### src/rtl/pfixed_to_pfloat.sv
// Signed fixed point (FRAC_BITS fractional bits) to IEEE-754 single, one normalizing shift per clock.
// Latency: ACK_FX rises leading-zeros+1 clocks after Begin; no backpressure, the result is held in DONE until RST_FSM_FX.
module pfixed_to_pfloat #(
    parameter int FRAC_BITS = 26
) (
    input  logic        CLK,
    input  logic        RST_FF,
    input  logic        RST_FSM_FX,
    input  logic        Begin_FSM_FX,
    input  logic [31:0] X,
    output logic        ACK_FX,
    output logic [31:0] RESULT
);
    typedef enum logic [1:0] {IDLE, NORM, DONE} state_t;

    // Exponent of the input LSB position once bit 31 is the hidden one.
    localparam logic [7:0] EXP_INIT = 8'(127 + 31 - FRAC_BITS);

    state_t      state_q, state_d;
    logic        sign_q, sign_d;
    logic        zero_q, zero_d;
    logic [31:0] mag_q, mag_d;
    logic [7:0]  exp_q, exp_d;
    logic        ack_q, ack_d;
    logic [31:0] result_q, result_d;

    always_comb begin
        state_d  = state_q;
        sign_d   = sign_q;
        zero_d   = zero_q;
        mag_d    = mag_q;
        exp_d    = exp_q;
        ack_d    = ack_q;
        result_d = result_q;
        if (RST_FSM_FX) begin
            state_d = IDLE;
            ack_d   = 1'b0;
        end else begin
            case (state_q)
                IDLE: begin
                    if (Begin_FSM_FX) begin
                        sign_d  = X[31];
                        // Negating 32'h8000_0000 wraps to itself, which is the correct magnitude.
                        mag_d   = X[31] ? (~X + 32'd1) : X;
                        exp_d   = EXP_INIT;
                        zero_d  = (X == 32'd0);
                        state_d = NORM;
                    end
                end
                NORM: begin
                    if (zero_q) begin
                        result_d = 32'h0000_0000;
                        ack_d    = 1'b1;
                        state_d  = DONE;
                    end else if (mag_q[31]) begin
                        result_d = {sign_q, exp_q, mag_q[30:8]};
                        ack_d    = 1'b1;
                        state_d  = DONE;
                    end else begin
                        mag_d = {mag_q[30:0], 1'b0};
                        exp_d = exp_q - 8'd1;
                    end
                end
                DONE: begin
                    ack_d = 1'b1;
                end
                default: state_d = IDLE;
            endcase
        end
    end

    always_ff @(posedge CLK or negedge RST_FF) begin
        if (!RST_FF) begin
            state_q  <= IDLE;
            sign_q   <= 1'b0;
            zero_q   <= 1'b0;
            mag_q    <= 32'd0;
            exp_q    <= 8'd0;
            ack_q    <= 1'b0;
            result_q <= 32'd0;
        end else begin
            state_q  <= state_d;
            sign_q   <= sign_d;
            zero_q   <= zero_d;
            mag_q    <= mag_d;
            exp_q    <= exp_d;
            ack_q    <= ack_d;
            result_q <= result_d;
        end
    end

    assign ACK_FX = ack_q;
    assign RESULT = result_q;
endmodule

### config.mk
export PLATFORM = sky130hd
export DESIGN_NAME = pfixed_to_pfloat
export DESIGN_NICKNAME = d
export VERILOG_FILES = /design/src/rtl/pfixed_to_pfloat.sv
export SDC_FILE = /design/constraint.sdc
export NUM_CORES = 1
export LEC_CHECK = 0
export CORE_MARGIN = 2
export CORE_UTILIZATION = 48
export CTS_BUF_LIST = sky130_fd_sc_hd__clkbuf_4 sky130_fd_sc_hd__clkbuf_8 sky130_fd_sc_hd__clkbuf_16
export DETAILED_ROUTE_END_ITERATION = 16
export GPL_TIMING_DRIVEN = 0
export MAX_ROUTING_LAYER = met4
export PLACE_DENSITY = 0.82
export SLEW_MARGIN = 20
export SYNTH_ARGS = -nofsm -noshare
export SYNTH_HDL_FRONTEND = slang
export SYNTH_SLANG_ARGS = --single-unit
### constraint.sdc
create_clock -name CLK -period 1.9 [get_ports CLK]
set_input_delay 0.19 -clock CLK [delete_from_list [all_inputs] [get_ports CLK]]
set_output_delay 0.19 -clock CLK [all_outputs]
set_load 0.02 [all_outputs]
# Yosys cells after proc, flatten, opt, wreduce, memory -nomap -nowiden

Index checks and enable logic that the tools add are counted.

Flip-flop bits (word level): 77
Output and inout port bits: 33
Logic and storage cells: 51

Add/subtract/negate cells: 2
Eq/ne operators: 8
Multiplexer cells: 20
Bitwise logic cells: 2
Reductions and logical operators: 11

Operators by type and width:

| kind                    | number |
|---|---|
| $mux W32                | 6 |
| $pmux W32 S2            | 1 |
| $add A32 B1 Y32 const B | 1 |
| $logic_not A32 Y1       | 1 |
| $not A32 Y32            | 1 |
| $mux W8                 | 3 |
| $pmux W8 S2             | 1 |
| $reduce_and A3 Y1       | 3 |
| $mux W2                 | 4 |
| $ne A2 B2 Y1 const B    | 4 |
| $sub A8 B1 Y8 const B   | 1 |
| $pmux W2 S3             | 1 |
| $reduce_and A5 Y1       | 1 |
| $ne A4 B4 Y1 const B    | 1 |
| $reduce_and A4 Y1       | 1 |
| $reduce_bool A2 Y1      | 2 |
| $mux W1                 | 3 |
| $ne A3 B3 Y1 const B    | 1 |
| $reduce_bool A3 Y1      | 1 |
| $eq A2 B1 Y1 const B    | 1 |
| $eq A2 B2 Y1 const B    | 1 |
| $logic_not A2 Y1        | 1 |
| $pmux W1 S2             | 1 |
| $reduce_and A2 Y1       | 1 |
| $not A1 Y1              | 1 |

# Logic depth before layout (Yosys ltp)

Gate-level depths: netlist of the first run.

Word-level depth: 5
Depth in mapped cells: 9
Depth with buffers taken out: 8

# Least setup slack after synthesis of the first run

Ideal clock, no wire load.

Path type: input to register
From: in X[0]
To: reg mag_q[30]
Library setup time: 77 ps
Arrival time: 2312 ps
Required time: 1823 ps
Path slack: -490 ps
Stages on the path: 9
Buffers on the path: 1
Cell sequence: inv_1 ha_1 or4b_2 or3_1 buf_2 o41ai_1 xnor2_1 nand2_1 a21oi_1

Longest elaborated chain between the ends: 5

RTL lines:

| item                 | RTL line | source |
|---|---|---|
| start, declared      | 10       | `input logic [31:0] X,` |
| $not A32 Y32         | 44       | `mag_d = X[31] ? (~X + 32'd1) : X;` |
| $add A32 B1 Y32      | 44       |  |
| $mux W32             | 44       |  |
| $mux W32             | 41       | `if (Begin_FSM_FX) begin` |
| $pmux W32 S2         | 39       | `case (state_q)` |
| end signal, assigned | 85       | `mag_q <= mag_d;` |
| end, declared        | 22       | `logic [31:0] mag_q, mag_d;` |

No other way between the ends. The select of a mux whose other input is x is not followed.
A chain may end at the register's enable or synchronous reset.

# Worst setup path after layout of the first run

From: in X[3]
To: reg mag_q[29]

Same word-level chain as after synthesis.

==> results of run 1 <==
==> worst reg2reg max path, cell delays in order (launching register included) <==
cell and delay [ps]:
sky130_fd_sc_hd__dfrtp_1 490, sky130_fd_sc_hd__nor3b_2 230, sky130_fd_sc_hd__o21ai_2 120, sky130_fd_sc_hd__or4_1 500, sky130_fd_sc_hd__nor3b_2 230, sky130_fd_sc_hd__xnor2_1 140
sky130_fd_sc_hd__nand2_1 70
==> layout make-up <==
| cell class | instances | area [µm²] |
|---|---|---|
| clock buffers | 14 | 180 |
| repair buffers | 93 | 917 |
| plain buffers | 25 | 139 |
| clock inverters | 1 | 5.00 |
| multi-input cells | 335 | 2310 |
| inverters | 8 | 48.8 |
| fillers | 601 | 2520 |
| well taps | 105 | 131 |
| flip-flops and latches | 77 | 1930 |
==> per-layer routing <==
layer  vias to the layer above  GRT usage  share of wire
met3                        34     0.0545          0.079
met4                         0      0.105          0.028
li1                       1773          -              -
met5                         -          -              0
met2                       206      0.452           0.50
met1                      1788      0.325           0.40
==> worst min path at each step <==
| stage | startpoint | to |
|---|---|---|
| after detailed placement | RST_FF | RESULT[5] |
| after floorplan | RST_FF | ACK_FX |
| final | X[0] | mag_q[0] |
| after global routing | X[0] | mag_q[0] |
| after global placement | RESULT[6] | RESULT[6] |
| after CTS | X[0] | mag_q[0] |
==> Yosys cell counts (3+ instances only) <==
master,count,share of area
sky130_fd_sc_hd__nor2_1,30,0.028
sky130_fd_sc_hd__or3_1,6,0.0093
sky130_fd_sc_hd__a31oi_1,6,0.0093
sky130_fd_sc_hd__nand3_1,3,0.0037
sky130_fd_sc_hd__inv_1,6,0.0056
sky130_fd_sc_hd__o21ai_0,31,0.039
sky130_fd_sc_hd__xor2_1,17,0.037
sky130_fd_sc_hd__or2_2,3,0.0047
sky130_fd_sc_hd__nor2b_1,3,0.0047
sky130_fd_sc_hd__xnor2_1,17,0.037
sky130_fd_sc_hd__o31ai_1,11,0.020
sky130_fd_sc_hd__a22oi_1,9,0.017
sky130_fd_sc_hd__mux2i_1,3,0.0075
sky130_fd_sc_hd__o41ai_1,9,0.020
sky130_fd_sc_hd__a21oi_1,18,0.022
sky130_fd_sc_hd__clkbuf_1,23,0.021
sky130_fd_sc_hd__nand2_1,91,0.085
sky130_fd_sc_hd__nor3_1,6,0.0075
sky130_fd_sc_hd__o22ai_1,3,0.0047
sky130_fd_sc_hd__o21ai_1,3,0.0037
sky130_fd_sc_hd__or4_1,8,0.015
sky130_fd_sc_hd__dfrtp_1,77,0.48
sky130_fd_sc_hd__nand2b_1,4,0.0062
sky130_fd_sc_hd__nand3b_1,32,0.060
==> sequential cells by signal, indices dropped and copies added (netlist names) <==
name / cells
ACK_FX: 1
RESULT: 32
exp_q: 8
mag_q: 32
sign_q: 1
state_q: 2
zero_q: 1
==> metrics by stage <==
stage | instances | power [mW] | worst slack, ps | hold WS [ps]
2_1_floorplan | 446 | 4.11 | -481 | -106
5_1_grt | 658 | 6.97 | -286 | 123
3_3_place_gp | 619 | 5.16 | -1890 | 450
4_1_cts | 655 | 6.49 | -322 | 109
3_5_place_dp | 620 | 5.30 | -1180 | 136
6_report | 658 | 6.57 | -241 | 114
==> where the power goes <==
part / leakage (nW) / switching [mW] / internal [mW]
logic: 1.47 / 1.40 / 1.16
clock network: 0.0994 / 0.550 / 0.602
registers: 0.955 / 0.522 / 2.33
==> what timing repair did <==
item	CTS	global route
buffers inserted	17	4
endpoints found under the hold margin	28	0
gates resized for setup	94	53
pin swaps	31	20
endpoints found under the setup margin	41	33
hold buffers	1	0
gates cloned	2	0
==> cell families after synthesis <==
family                   count (synthesis)  share of synthesized area
flip-flops                              77                      0.478
AO/OA/AOI/OAI                           99                      0.156
multiplexers                             3                    0.00745
adder cells (fa/ha/maj)                  2                    0.00621
XOR/XNOR                                34                     0.0739
AND/OR/NAND/NOR                        197                      0.246
buffers and inverters                   34                     0.0323
==> flow_results.org, run 1 <==
** Status
- Status :: finished with violations
- The final reports fail on negative setup slack.

** Clock network
- Total CTS buffers :: 9
- TritonCTS built the clock tree.
- No sink is reached through more buffers than the 2 on the longest clock path.
- At the later pin of the worst-skew pair, clock insertion delay measures 350 ps.
- Clk sink count :: 77
- The clock tree synthesis step divided the H-tree into 3 levels.
- CTS Root Buffer Type :: sky130_fd_sc_hd__clkbuf_8
- Clock-pin slew was measured on the worst setup and hold paths at roughly 80 ps.

** Drt
- Count of nets left with antenna violations after detail routing :: 0
- DRC errors left :: 0
- The detailed router finished its first iteration with 237 violations.
- Total wire length after detailed routing :: 11800 µm
- Dividing the detail-routed via count by the number of cells gives 5.78.
- After detailed routing, the average wire length per cell comes to 17.9 µm.
- The routed layout has 3801 vias.
- The first detailed-routing pass took 5 iterations.

** Worst setup path
- Worst path slowest cell :: sky130_fd_sc_hd__or4b_4
- Number of buffers and inverters on the critical path :: 1
- Data on the critical path is required at its endpoint by about 2100 ps.
- The number of cells on the worst reg-to-reg path is 6.
- The critical path ends at mag_q[29].
- STA classifies the critical path startpoint as a primary input.
- Cell mode on critical path :: sky130_fd_sc_hd__or4_4
- In this run the critical register-to-register path is captured at exp_q[7].
- Largest fanout on the critical path :: 4
- Among cell families on the critical path, the largest total delay comes from simple AND/OR/NAND/NOR gates.
- Crit path cell chain :: buf_8, or4_4, or4_4, or4b_4, o31ai_4, xor2_1, o21ai_1
- Depth of the critical timing path with buffers and inverters included :: 7
- In this run the critical register-to-register path is launched from zero_q.
- Category of the worst setup path capture point :: flop
- For this run, the slowest stage of the critical path takes 570 ps.
- Worst-case register-to-register setup slack :: -10 ps
- In this run the worst setup path begins at X[3].
- Crit path kind :: primary input to flop
- At the worst endpoint, the arrival time is approximately 2400 ps.

** Job
- Max-cap check violation count :: 0

** Logic synthesis
- In this run, synthesis produced a sequential element count of 77.
- The synthesized design contains 0 enable-type register cells.
- Post-synth cell types :: 43
- Async set or reset register ratio after synthesis :: 1.00
- Proportion of synthesized chip area in sequential cells :: 0.478
- Syn nets :: approximately 480
- Post-synth top flop :: sky130_fd_sc_hd__dfrtp_1
- Mean instance size in the synthesized netlist :: 9.03 µm²
- Synthesized instance count :: 446
- Synthesized area :: roughly 4000 µm²
- Yosys printed 0 warnings.

** Timing
- Total negative slack :: -1540 ps
- Setup repair after global routing could not meet its margin everywhere.
- Skew final :: 10.2 ps
- Relative slew slack :: 0.469
- The total count of max-transition violations in the final report was 0.
- Final Hold Vio Count :: 0
- Based on the critical path, the design can be clocked at up to 0.467 GHz.
- After layout, the minimum clock period comes to roughly 2100 ps.
- Final cycle utilization of the critical path :: 1.13
- Worst-margin pin slew :: ~800 ps
- Smallest setup slack after layout :: -241 ps
- Setup violations remaining at the end of the flow were counted as 17.

** Floorplanning
- The die is 95.6 µm tall.
- Die X :: approximately 96 µm
- The die covers 9140 µm².
- The floorplan has 33 rows.
- roughly 70 I/O pins were placed.
- The region available for standard cell placement spans 8180 µm².
- The initial utilization of the core area, before any placement, comes to 0.493.

** Placement
- During placement, the flow inserted port buffers numbering around 70.
- The HPWL after detailed placement is 7990 µm.
- The placed instances occupy a cell area of 5000 µm².
- Placer's final routability congestion estimate :: 0.899

** Worst hold path
- Tightest Hold Check Type :: primary input to flop
- Counting instances, the worst hold path has a depth of 3.

** Finish
- Leading cell type in the layout, fill and taps excluded :: sky130_fd_sc_hd__nand2_1
- After routing the design area is 5650 µm².
- Relative to the synthesized area, the layout overhead comes to 40.3%.
- The net count of the finished layout is 587.
- In the final layout, the share of cells above drive strength 1 is 0.217.
- The number of antenna diodes in the final layout is 0.
- Post-Route Utilization :: 0.692
- In the layout the commonest cells are 90 x sky130_fd_sc_hd__nand2_1, 77 x sky130_fd_sc_hd__dfrtp_1, 46 x sky130_fd_sc_hd__clkdlybuf4s50_1.

** GRT
- The number of antenna violations at the first check in global routing was 0.
- Summed over all layers, the global routing overflow is 0.
- The first global-routing pass estimated 18400 µm of wire.
- Entering global routing, the biggest net connects 50 pins.
- The via count of the first global-routing pass is 3849.
- For this run, the total global-route usage over all layers was measured as 0.271.

** Power and ir drop
- PD cells :: ~1200 nW/µm²
- Worst IR drop on VDD :: roughly 0.41 mV
- Leakage power of the design :: around 2.5 nW
(Power assumes the default switching activity.)
==> run 2: changes to the inputs <==
--- a/config.mk
+++ b/config.mk
@@ -8,8 +8,8 @@
 export CORE_MARGIN = 2
 export CORE_UTILIZATION = 48
 export CTS_BUF_LIST = sky130_fd_sc_hd__clkbuf_4 sky130_fd_sc_hd__clkbuf_8 sky130_fd_sc_hd__clkbuf_16
+export CTS_CLUSTER_DIAMETER = 30
 export DETAILED_ROUTE_END_ITERATION = 16
-export GPL_TIMING_DRIVEN = 0
 export MAX_ROUTING_LAYER = met4
 export PLACE_DENSITY = 0.82
 export SLEW_MARGIN = 20
==> run 2 against run 1 <==
The run still ends with negative setup slack left. Worst setup slack worse by 12 ps. Die area unchanged. Clock power rose by 31%. Clock skew decreased by 2.9 ps. Combinational power rose by 7%. Core utilization increased by 7.0 points. Sequential power about the same. Largest power group unchanged. Final area increased by 10%.
==> flow_results.org, run 2 (synthesis gave the netlist of run 1 again) <==
** Drt
- Met2 wire len :: 5900 µm (was 5850 µm)
- Wire length per cell :: 17.0 µm (was 17.9 µm)
- DRC errors left :: 0 (unchanged)
- The DRC marker count from the first detailed-route iteration was 220 (was 237).
- Detail Route met3 WL :: 635 µm (was 928 µm)
- Routed met1 length :: 4960 µm (was 4670 µm)
- The total vias in the final route came to 4007 (was 3801).
- The count of TritonRoute iterations in the first routing pass is 5 (unchanged).
- The via density per instance came to 5.73 (was 5.78).
- The detailed-route wire length was 11900 µm (was 11800 µm).
- Count of nets left with antenna violations after detail routing :: 0 (unchanged)
- Top routing layer in use :: met4 (unchanged)

** Placement
- The area of placed instances was 5430 µm² (was 5000 µm²).
- The weighted congestion at the end of routability-driven global placement was 0.895 (was 0.899).
- The worst setup timing slack at the placement stage was -980 ps (was -1180 ps).
- Number of input and output port buffers inserted :: 68 (unchanged)
- Post-DP HPWL :: 7840 µm (was 7990 µm)

** GRT
- Via count of the first global-routing pass :: 3847 (was 3849)
- The overall track demand over capacity in global routing came to 0.272 (was 0.271).
- The remaining global-route overflow was 0 (unchanged).
- Largest net degree at the start of global routing :: 36 (was 50)
- The global-route wire length before repair is 18600 µm (was 18400 µm).
- Antenna violations before repair :: 0 (unchanged)

** Status
- Status: finished with violations (unchanged).
- Failing checks: negative setup slack (unchanged).

** Floorplanning
- The die area is 9140 µm² (unchanged).
- I/O pin cnt :: 69 (unchanged)
- The height of the chip was 95.6 µm (unchanged).
- The initial standard-cell utilization of the core came to 0.493 (unchanged).
- The total number of placement rows came to 33 (unchanged).
- The die span in x came to 95.6 µm (unchanged).
- Core ar. :: 8180 µm² (unchanged)

** Timing
- Number of pins with negative max-slew slack in the final report :: 0 (unchanged)
- Endpoints failing setup :: 21 (was 17)
- Final cycle utilization of the critical path :: 1.13 (about the same)
- Timing-limited maximum frequency :: 0.464 GHz (was 0.467 GHz)
- Relative slew slack :: 0.520 (was 0.469)
- Smallest setup slack after layout :: -253 ps (was -241 ps)
- Final Hold Vio Count :: 0 (unchanged)
- The time the final worst path needs with I/O delays and setup is 2150 ps (was 2140 ps).
- Worst-margin pin slew :: 717 ps (was 797 ps)
- The worst setup skew after layout came to 7.28 ps (was 10.2 ps).
- Hold Worst Slack :: 325 ps (was 114 ps)
- RSZ-0062 raised after global routing: yes (unchanged).

** Worst setup path
- The largest fanout on the critical path was 2 (was 4).
- The number of cells on the worst reg-to-reg path is 6 (unchanged).
- The critical setup path kind was primary input to flop (unchanged).
- The arrival time at the worst endpoint is 2390 ps (was 2360 ps).
- The startpoint of the worst register-to-register path is zero_q (unchanged).
- The type of origin of the critical path is a primary input (unchanged).
- Category of the worst setup path capture point :: flop (unchanged)
- The terminus of the critical flop-to-flop path was mag_q[17] (was exp_q[7]).
- The internal reg-to-reg setup slack was -30 ps (was -10 ps).
- The data required time at the worst endpoint came to 2130 ps (was 2110 ps).

** Worst hold path
- The number of instances on the worst hold path was 4 (was 3).
- The start point of the worst hold path is X[16] (was X[0]).
- The endpoint of the worst hold-timing path is mag_q[16] (was mag_q[0]).
- The type of the worst min-delay path is primary input to flop (unchanged).

** Finish
- Register cell area after layout :: 1930 µm² (unchanged)
- Area added between synthesis and finish :: 54.6% (was 40.3%)
- Area used by multi-input combinational logic :: 2400 µm² (was 2310 µm²)
- The number of fillers in the final layout is 515 (was 601).
- Summed area of non-filler cells in the final layout :: 6230 µm² (was 5650 µm²)
- Most frequent cells in the layout: 89 x sky130_fd_sc_hd__nand2_1, 77 x sky130_fd_sc_hd__dfrtp_1, 69 x sky130_fd_sc_hd__buf_4 (was 90 x sky130_fd_sc_hd__nand2_1, 77 x sky130_fd_sc_hd__dfrtp_1, 46 x sky130_fd_sc_hd__clkdlybuf4s50_1).
- Number of diodes :: 0 (unchanged)
- Layout cell share with drive strength beyond 1 :: 0.281 (was 0.217)
- The most common cell after layout, fill and taps aside is sky130_fd_sc_hd__nand2_1 (unchanged).
- Number of nets in the final layout :: 627 (was 587)
- Post-Route Utilization :: 0.762 (was 0.692)

** Clock network
- Maximum count of clock buffers along a single path :: 2 (unchanged)
- Clk sink count :: 77 (unchanged)
- The H-tree depth was 3 (unchanged).
- The latest clock arrival within the worst-skew pair is 350 ps (about the same).
- The clock-pin slew reported for the worst setup and hold paths after clock tree synthesis was 70 ps (was 80 ps).
- Total CTS buffers :: 9 (unchanged)
- The cell at the root of the clock tree is sky130_fd_sc_hd__clkbuf_8 (unchanged).
- CTS tree :: yes (unchanged)

** Power and ir drop
- The highest ir drop seen on vdd came to 0.441 mV (was 0.412 mV).
- The overall power after layout is 7.09 mW (was 6.57 mW).
- The leakage power total is 2.88 nW (was 2.52 nW).
- The power density of the placed cells is 1140 nW/µm² (was 1160 nW/µm²).

** Job
- Max-cap check violation count :: 0 (unchanged)
-- run 2: worst max-delay path by stage --
stage / slack, ps / from / depth (start not counted) / endpoint
floorplan: -480 / X[0] / 7 / mag_q[29]
global placement: -930 / X[0] / 8 / mag_q[27]
detailed placement: -980 / X[0] / 8 / mag_q[27]
CTS: -210 / X[2] / 7 / mag_q[29]
global route: -260 / X[1] / 11 / zero_q
finish: -250 / X[2] / 7 / mag_q[29]
-- run 2: repair_timing --
action	CTS	global route
resized for setup	95	28
setup endpoints to repair	24	27
endpoints found under the hold margin	25	0
gates cloned	1	0
buffers inserted	15	6
pin swaps	61	31
hold buffers	1	0
-- run 2: worst max-delay path, stage by stage --
cell,delay (ps)
sky130_fd_sc_hd__buf_6,90
sky130_fd_sc_hd__or4_4,530
sky130_fd_sc_hd__or4_4,560
sky130_fd_sc_hd__or4b_4,570
sky130_fd_sc_hd__o31ai_4,210
sky130_fd_sc_hd__xor2_1,160
sky130_fd_sc_hd__o21ai_1,80
-- run 2: final cells by class --
class                      instances  area share
tap                              105      0.0211
clock buffer                      10      0.0221
inverter                           8     0.00763
multi-input combinational        336       0.385
sequential                        77       0.309
clock inverter                     6      0.0177
timing repair buffer             157       0.237
-- run 2: layer usage --
metal | vias up | GRT usage
li1 | 1852 | -
met1 | 1951 | 0.336
met2 | 168 | 0.447
met3 | 36 | 0.0443
met4 | 0 | 0.110
met5 | - | -
-- run 2: where the power goes --
group	internal, mW	switching [mW]	total [mW]
logic	1.31	1.44	2.75
clock network	0.905	0.600	1.51
registers	2.33	0.503	2.83
total	4.54	2.55	7.09
-- run 2: stage by stage --
step | instances | TNS [ps]
floorplan | 446 | -2050
global placement | 661 | -18010
detailed placement | 661 | -20330
CTS | 693 | -1610
global route | 699 | -3560
finish | 699 | -2200
==> run 3: changes to the inputs <==
--- a/config.mk
+++ b/config.mk
@@ -5,6 +5,7 @@
 export SDC_FILE = /design/constraint.sdc
 export NUM_CORES = 1
 export LEC_CHECK = 0
+export CAP_MARGIN = 20
 export CORE_MARGIN = 2
 export CORE_UTILIZATION = 48
 export CTS_BUF_LIST = sky130_fd_sc_hd__clkbuf_4 sky130_fd_sc_hd__clkbuf_8 sky130_fd_sc_hd__clkbuf_16
==> results of run 3 <==
Final layout, timing and power as in run 2 (identical DEF).
